===== src/rtl/uc_collector_if.sv =====
// Handshake bundle between the per-engine unit-clause producers, the collector and the arbiter.
`ifndef NUM_ENGINE
`define NUM_ENGINE 4
`endif
`ifndef LIT_IDX_MAX
`define LIT_IDX_MAX 255
`endif

interface uc_collector_if #(
    parameter int NUM_ENG = `NUM_ENGINE,
    parameter int LW      = $clog2(`LIT_IDX_MAX) + 1
);
    logic [NUM_ENG-1:0]         eng_push;
    logic [NUM_ENG-1:0][LW-1:0] eng_lit;
    logic [NUM_ENG-1:0]         engmask;
    logic                       uca_pop;
    logic                       flush;
    logic signed [LW-1:0]       eng2uca;
    logic                       eng2uca_valid;
    logic                       eng2uca_empty;
    logic [NUM_ENG-1:0]         eng2uca_full;
    logic [NUM_ENG-1:0]         overflow;

    modport master (
        output eng_push, eng_lit, engmask, uca_pop, flush,
        input  eng2uca, eng2uca_valid, eng2uca_empty, eng2uca_full, overflow
    );

    modport slave (
        input  eng_push, eng_lit, engmask, uca_pop, flush,
        output eng2uca, eng2uca_valid, eng2uca_empty, eng2uca_full, overflow
    );
endinterface


===== src/rtl/uc_collector.sv =====
// Unit-clause collector: one circular FIFO per engine, head of the lowest-selected engine
// presented to the arbiter; full flags double as engine back-pressure.
`ifndef NUM_ENGINE
`define NUM_ENGINE 4
`endif
`ifndef LIT_IDX_MAX
`define LIT_IDX_MAX 255
`endif

module uc_collector #(
    parameter int NUM_ENG = `NUM_ENGINE,
    parameter int LIT_MAX = `LIT_IDX_MAX,
    parameter int DEPTH   = 4
) (
    input logic           clk,
    input logic           rst,
    uc_collector_if.slave bus
);
    localparam int LW = $clog2(LIT_MAX) + 1;
    localparam int PW = $clog2(DEPTH);
    localparam int CW = PW + 1;
    localparam int SW = (NUM_ENG > 1) ? $clog2(NUM_ENG) : 1;

    logic [LW-1:0]      mem    [NUM_ENG][DEPTH];
    logic [PW-1:0]      rd_ptr [NUM_ENG];
    logic [PW-1:0]      wr_ptr [NUM_ENG];
    logic [CW-1:0]      count  [NUM_ENG];
    logic [CW-1:0]      count_nxt [NUM_ENG];
    logic [NUM_ENG-1:0] full_q;
    logic [NUM_ENG-1:0] ovf_q;

    logic               sel_any;
    logic [SW-1:0]      sel_idx;
    logic               sel_empty;
    logic [LW-1:0]      head;
    logic [NUM_ENG-1:0] pop_hit;
    logic [NUM_ENG-1:0] push_ok;
    logic [NUM_ENG-1:0] push_drop;

    // Descending scan so the lowest set engmask bit is the last (winning) assignment.
    always_comb begin
        sel_any = 1'b0;
        sel_idx = '0;
        for (int unsigned i = NUM_ENG; i > 0; i--) begin
            if (bus.engmask[i-1]) begin
                sel_any = 1'b1;
                sel_idx = SW'(i - 1);
            end
        end
    end

    always_comb begin
        sel_empty = !sel_any || (count[sel_idx] == '0);
        head      = mem[sel_idx][rd_ptr[sel_idx]];
    end

    assign bus.eng2uca       = sel_empty ? '0 : $signed(head);
    assign bus.eng2uca_empty = sel_empty;
    assign bus.eng2uca_valid = !sel_empty;
    assign bus.eng2uca_full  = full_q;
    assign bus.overflow      = ovf_q;

    // A pop on a full FIFO frees the slot the same-cycle push lands in.
    always_comb begin
        pop_hit   = '0;
        push_ok   = '0;
        push_drop = '0;
        for (int unsigned i = 0; i < NUM_ENG; i++) begin
            pop_hit[i]   = !bus.flush && bus.uca_pop && !sel_empty && (sel_idx == SW'(i));
            push_ok[i]   = !bus.flush && bus.eng_push[i] && (bus.eng_lit[i] != '0)
                           && (!full_q[i] || pop_hit[i]);
            push_drop[i] = !bus.flush && bus.eng_push[i] && (bus.eng_lit[i] != '0)
                           && full_q[i] && !pop_hit[i];
        end
    end

    always_comb begin
        for (int unsigned i = 0; i < NUM_ENG; i++) begin
            count_nxt[i] = count[i];
            if (push_ok[i] && !pop_hit[i]) begin
                count_nxt[i] = count[i] + CW'(1);
            end else if (pop_hit[i] && !push_ok[i]) begin
                count_nxt[i] = count[i] - CW'(1);
            end
        end
    end

    always_ff @(posedge clk) begin
        if (!rst) begin
            for (int unsigned i = 0; i < NUM_ENG; i++) begin
                rd_ptr[i] <= '0;
                wr_ptr[i] <= '0;
                count[i]  <= '0;
            end
            full_q <= '0;
            ovf_q  <= '0;
        end else if (bus.flush) begin
            for (int unsigned i = 0; i < NUM_ENG; i++) begin
                rd_ptr[i] <= '0;
                wr_ptr[i] <= '0;
                count[i]  <= '0;
            end
            full_q <= '0;
        end else begin
            for (int unsigned i = 0; i < NUM_ENG; i++) begin
                if (pop_hit[i]) begin
                    rd_ptr[i] <= rd_ptr[i] + PW'(1);
                end
                if (push_ok[i]) begin
                    wr_ptr[i] <= wr_ptr[i] + PW'(1);
                end
                count[i]  <= count_nxt[i];
                full_q[i] <= (count_nxt[i] == CW'(DEPTH));
                if (push_drop[i]) begin
                    ovf_q[i] <= 1'b1;
                end
            end
        end
    end

    // Storage needs no reset: occupancy alone decides what is visible.
    always_ff @(posedge clk) begin
        for (int unsigned i = 0; i < NUM_ENG; i++) begin
            if (rst && push_ok[i]) begin
                mem[i][wr_ptr[i]] <= bus.eng_lit[i];
            end
        end
    end
endmodule


===== src/flat_wrapper.sv =====
// flat-port wrapper written by rule: the top's interface ports become plain ports
module uc_collector_flat 
#(
    parameter int NUM_ENG = `NUM_ENGINE,
    parameter int LIT_MAX = `LIT_IDX_MAX,
    parameter int DEPTH   = 4
)
  (clk, rst, bus_eng_push, bus_eng_lit, bus_engmask, bus_uca_pop, bus_flush, bus_eng2uca, bus_eng2uca_valid, bus_eng2uca_empty, bus_eng2uca_full, bus_overflow);
  uc_collector_if #(.NUM_ENG(NUM_ENG), .LW((9))) bus_i ();
  input logic clk;
  input logic rst;
  input wire logic [$bits(bus_i.eng_push)-1:0] bus_eng_push;
  input wire logic [$bits(bus_i.eng_lit)-1:0] bus_eng_lit;
  input wire logic [$bits(bus_i.engmask)-1:0] bus_engmask;
  input wire logic [$bits(bus_i.uca_pop)-1:0] bus_uca_pop;
  input wire logic [$bits(bus_i.flush)-1:0] bus_flush;
  output wire logic [$bits(bus_i.eng2uca)-1:0] bus_eng2uca;
  output wire logic [$bits(bus_i.eng2uca_valid)-1:0] bus_eng2uca_valid;
  output wire logic [$bits(bus_i.eng2uca_empty)-1:0] bus_eng2uca_empty;
  output wire logic [$bits(bus_i.eng2uca_full)-1:0] bus_eng2uca_full;
  output wire logic [$bits(bus_i.overflow)-1:0] bus_overflow;
  assign bus_i.eng_push = bus_eng_push;
  assign bus_i.eng_lit = bus_eng_lit;
  assign bus_i.engmask = bus_engmask;
  assign bus_i.uca_pop = bus_uca_pop;
  assign bus_i.flush = bus_flush;
  assign bus_eng2uca = bus_i.eng2uca;
  assign bus_eng2uca_valid = bus_i.eng2uca_valid;
  assign bus_eng2uca_empty = bus_i.eng2uca_empty;
  assign bus_eng2uca_full = bus_i.eng2uca_full;
  assign bus_overflow = bus_i.overflow;
  uc_collector #(.NUM_ENG(NUM_ENG), .LIT_MAX(LIT_MAX), .DEPTH(DEPTH)) u_core (.clk(clk), .rst(rst), .bus(bus_i));
endmodule

===== config.mk =====
export PLATFORM = sky130hd
export DESIGN_NAME = uc_collector_flat
export DESIGN_NICKNAME = d
export VERILOG_FILES = /design/src/rtl/uc_collector_if.sv /design/src/rtl/uc_collector.sv /design/src/flat_wrapper.sv
export SDC_FILE = /design/constraint.sdc
export NUM_CORES = 1
export LEC_CHECK = 0
export CAP_MARGIN = 20
export CORE_MARGIN = 4
export CORE_UTILIZATION = 53
export DETAILED_ROUTE_END_ITERATION = 8
export PLACE_DENSITY = 0.82
export SLEW_MARGIN = 20
export SYNTH_ARGS = -nofsm -noshare
export SYNTH_HDL_FRONTEND = slang
export SYNTH_SLANG_ARGS = --single-unit
export TNS_END_PERCENT = 1

===== constraint.sdc =====
create_clock -name clk -period 2.6 [get_ports clk]
set_input_delay 0.26 -clock clk [delete_from_list [all_inputs] [get_ports clk]]
set_output_delay 0.26 -clock clk [all_outputs]
set_load 0.01 [all_outputs]

# Yosys cells after proc, flatten, opt, wreduce, memory -nomap -nowiden
# Memory sizes are Yosys's and may differ from the RTL's.
# Index checks and enable logic that the tools add are counted.
[totals] register_bits=8 mem_bits_rw=172 out_inout_bits=19 word_cells=244 mem_count=4
[op_classes] n_addsub=16 order_cmp=9 eq_ne=7 n_mux=99 n_bitwise=31 n_reduce_logical=73
[mem_list] name="u_core.mem" words=4 word_bits=36 read_ports=1 rd_clocked_by_memory_dff=0 wr=4 line_no="uc_collector.sv:24" text="logic [LW-1:0] mem [NUM_ENG][DEPTH];"
[mem_list] name="u_core.count" words=4 word_bits=3 read_ports=5 rd_clocked_by_memory_dff=0 wr=4 line_no="uc_collector.sv:27" text="logic [CW-1:0] count [NUM_ENG];"
[mem_list] name="u_core.rd_ptr" words=4 word_bits=2 read_ports=5 rd_clocked_by_memory_dff=0 wr=4 line_no="uc_collector.sv:25" text="logic [PW-1:0] rd_ptr [NUM_ENG];"
[mem_list] name="u_core.wr_ptr" words=4 word_bits=2 read_ports=4 rd_clocked_by_memory_dff=0 wr=4 line_no="uc_collector.sv:26" text="logic [PW-1:0] wr_ptr [NUM_ENG];"
[ops] op="$mux W36" n=4
[ops] op="$demux W9 S2" n=4
[ops] op="$mux W9" n=7
[ops] op="$mux W3" n=16
[ops] op="$mux W1" n=47
[ops] op="$logic_and A1 B1 Y1" n=42
[ops] op="$mux W2" n=20
[ops] op="$reduce_bool A9 Y1" n=4
[ops] op="$or A1 B1 Y1" n=24
[ops] op="$bmux W9 S2" n=1
[ops] op="$add A2 B1 Y2 const B" n=8
[ops] op="$ge A3 B3 Y1 const B" n=5
[ops] op="$logic_not A1 Y1" n=15
[ops] op="$not A2 Y3" n=5
[ops] op="$add A3 B1 Y3 const B" n=4
[ops] op="$eq A3 B3 Y1 const B" n=4
[ops] op="$lt A3 B1 Y1 const B" n=4
[ops] op="$sub A3 B1 Y3 const B" n=4
[ops] op="$reduce_and A2 Y1" n=4
[ops] op="$logic_or A1 B1 Y1" n=5
[ops] op="$eq A2 B2 Y1 const B" n=2
[ops] op="$logic_not A3 Y1" n=1
[ops] op="$eq A2 B1 Y1 const B" n=1
[ops] op="$logic_not A2 Y1" n=1
[ops] op="other kinds (2)" n=3

# Depth between registers and ports, before layout
# An unclocked memory read counts as a cell.
[logic_depth] depth_word=17 ltp_mapped=11 ltp_nobuf=6

# Worst setup path before layout
# No wires, ideal clock.
[synth_timing] kind="input to register" from="input port bus_engmask[2]" to="memory u_core.mem[2][18] (netlist bit) (enable)" setup_ns=0.374 t_arrival_ns=2.291 required_ns=2.226 path_slack_ns=-0.065 path_stages=8 path_buffers=2 cell_sequence="buf_4 > or3b_4 > o32ai_4 > a211oi_2 > buf_2 > o21ai_0 > nand3_1 > nor2_1"
[synth_lines] element="start, declared" line_no="flat_wrapper.sv:14" text="input wire logic [$bits(bus_i.engmask)-1:0] bus_engmask;"
[synth_lines] element="end, declared" line_no="uc_collector.sv:24"

==> flow_metrics.tcl <==
set metrics [dict create \
    timing.final.crit_share_pct 122.8 \
    relSlewSlack_pct 50.78 \
    synth-simple-area-share_pct 13.84 \
    initial_core_util_pct 54.97 \
    grt_pass1_vias 7125 \
    synth-xor-area-share_pct 0.5164 \
    netlist.area_leader.share_pct 58.42 \
    crit_chain "or4b_4 > a31oi_4 > buf_6 > or4_1 > o31ai_1 > or3_1 > a21oi_2 > buf_2" \
    synth-compound-area-share_pct 16.07 \
    peakVddDrop_mv 0.5352 \
    synth_cell_types 60 \
    die_area_um2 18090 \
    cp.required_ps 2340 \
    nNetsFinal 941 \
    ys_seq_elements 180 \
    clk_pin_slew_ps 70 \
    grtUsageTotal_pct 28.09 \
    drive_above_1_share_pct 23.13 \
    routed_wl_um 24950 \
    fin_ws_ps -593.1 \
    synth_fa_ha_area_share_pct 3.541 \
    numCtsBuffers 17 \
    crit_buf_inv 2 \
    synthToLayoutAreaGrowth_pct 30.41 \
    clockBufferDepth 2 \
    dp.cells 1056 \
    async_flop_share_pct 0 \
    violations "negative setup slack" \
    instances_no_fill 1093 \
    synth_most_common_cell "edfxtp_1" \
    die_h_um 134.5 \
    num_rows 45 \
    crit_path_end_kind "output pin" \
    dpl.hpwl_um 17080 \
    finalHoldViolCount 0 \
    slowest_delay_ps 550 \
    grt_pass1_wl_um 38900 \
    netlist_instances 698 \
    worst_clock_skew_ps 7.107 \
    die_w_um 134.5 \
    rsz0062_at_grt "true" \
    hold_path_class "in2reg" \
    synth_top_area_cell "edfxtp_1" \
    grt_max_degree 37 \
    cp_top_family "simple AND/OR/NAND/NOR gates" \
    hold_buffers 0 \
    ant_nets 0 \
    power_per_cell_area_nw_per_um2 608.8 \
    place.gp.congestion 0.9350 \
    postSynthAreaPerCell_um2 12.15 \
    status "complete, but fails checks" \
    synth.area.top_cells "edfxtp_1 (58%), dfxtp_1 (3.5%), ha_1 (3.5%)" \
    route.detailed.drc 0 \
    fin_util_pct 71.69 \
    p_leak_nw 4.010 \
    h-tree-depth 4 \
    ioPinCount 67 \
    wl_per_cell_um 22.83 \
    overflow 0 \
    setup_viol 10 \
    numPortBuffers 66 \
    seq_area_frac_synth_pct 61.97 \
    cts_tree "done" \
    drt_iter0_markers 888 \
    core_area_um2 15430 \
    critPathSlowestCell "or4b_4" \
    avgViaCountPerCell 6.361 \
    fmax_mhz 313.2 \
    yosys_warnings 0 \
    startpoint_type "flip-flop" \
    synth_top_family_by_area "compound AO/OA/AOI/OAI gates" \
    diodes 0 \
    ys.flop_type "edfxtp_1" \
    max-cap-violations 0 \
    worst_slew_pin_slew_ps 731.6 \
    muxShareOfSynthArea_pct 0 \
    antenna_found_initial 0 \
    firstDrtPassIters 5 \
    worst_ep_arrival_time_ps 2930 \
    slew_viol_final 0 \
    netlist_area_um2 8481 \
    min_period_ps 3193 \
    synth_commonest_cells "edfxtp_1 (165), nor2_1 (47), inv_1 (42)" \
    vias 6953 \
    cts_root_buf "clkbuf_16" \
    clkSinkCount 180 \
    worst-setup-path-type "reg2out" \
    synth-edff-count 165 \
    worstPathMaxFanout 5 \
    worstSkewPairLatency_ps 430 \
]
## cells by family (layout without fill, tap and decap cells)
family / count (synthesis) / in the layout
and+or+nand+nor: 215 / 215
AOI/OAI and AO/OA: 189 / 189
DFF: 180 / 180
buffers and inverters: 84 / 260
adders and majority gates: 24 / 24
xor gates and xnor gates: 5 / 5
other: 1 / 9
## per-stage QoR
stage               total power [W]  setup TNS [ps]  hold slack (ps)  worst slack (ps)  instance area (um2)
finish                     0.006734           -5231            330.8            -593.1                11060
global route               0.006933           -6344            346.6            -646.9                11060
CTS                        0.006682           -5076            492.3            -565.9                10990
detailed placement         0.004212         -100150            474.8            -997.8                10260
global placement           0.004171          -83860            464.9            -830.9                10260
floorplan                  0.003728           -4472            358.9            -65.32                 8511
## final cells by class
cell class,count,area (um2)
fillers,1028,4368
inverters,43,161.4
clock buffers,18,429.2
flip-flops and latches,180,5255
multi-input cells,442,3120
clock inverters,14,135.1
well taps,211,264.0
repair buffers,185,1694
## registers in the layout (all words and copies together) (netlist names)
| register | flops |
|---|---|
| u_core.wr_ptr | 8 |
| u_core.mem | 144 |
| u_core.count | 12 |
| u_core.bus.eng2uca_full | 4 |
| u_core.rd_ptr | 8 |
| u_core.bus.overflow | 4 |
## cells in the final DEF (no fill, tap or decap), types with 7 or more instances in the layout
master             n
nor2_1            47
buf_2             10
clkbuf_16         17
a211oi_2           9
clkdlybuf4s50_1   51
nor3_1            26
o22ai_1           30
nand2_1           25
o31ai_1           23
and3_1            18
ha_1              24
buf_4             99
o22a_1             9
conb_1             9
a211oi_1          17
o21ai_0            8
a21oi_2           11
inv_1             42
dfxtp_1           15
edfxtp_1         165
buf_6              7
nand4_1           11
buf_12            11
or3_1              9
or4_1             24
a21oi_1           23
nand3_1           16
## worst reg2reg max path, delay by kind of cell (launching register included)
| kind | cells | cell delay (ps) |
|---|---|---|
| AND/OR/NAND/NOR | 1 | 250 |
| buffers and inverters | 3 | 530 |
| AO/OA/AOI/OAI | 5 | 1170 |
| flip-flops | 1 | 480 |
## worst paths after layout
| check | from | endpoint | slack (ps) | cells after the start |
|---|---|---|---|---|
| hold reg to reg | u_core.bus.overflow[0] | u_core.bus.overflow[0] | 490 | 2 |
| setup / recovery | u_core.rd_ptr[3][1] | bus_eng2uca[3] | -590 | 8 |
| hold / removal | bus_engmask[0] | u_core.rd_ptr[0][0] | 330 | 3 |
| setup reg to reg | u_core.count[3][0] | u_core.bus.eng2uca_full[3] | 100 | 9 |
## layer usage
| metal | wire length, um | GRT usage (%) | vias up |
|---|---|---|---|
| li1 | - | - | 3078 |
| met3 | 2438 | 6.520 | 85 |
| met2 | 12370 | 47.68 | 464 |
| met1 | 9287 | 35.16 | 3326 |
| met5 | 0 | 0 | - |
| met4 | 853 | 10.86 | 0 |
## power by group
part	total, W	switching [W]	leakage [nW]	internal (W)
clock	0.00249	0.00108	0.271	0.00141
sequential	0.00325	0.0000316	1.65	0.00321
combinational	0.000998	0.000561	2.09	0.000436
## repair_timing
action / in CTS / in global routing
setup endpoints to repair: 163 / 164
gates cloned: 3 / 0
setup buffers: 2 / 0
pin swaps: 12 / 3
gates resized for setup: 78 / 17
Power figures use the tool's default switching activity.
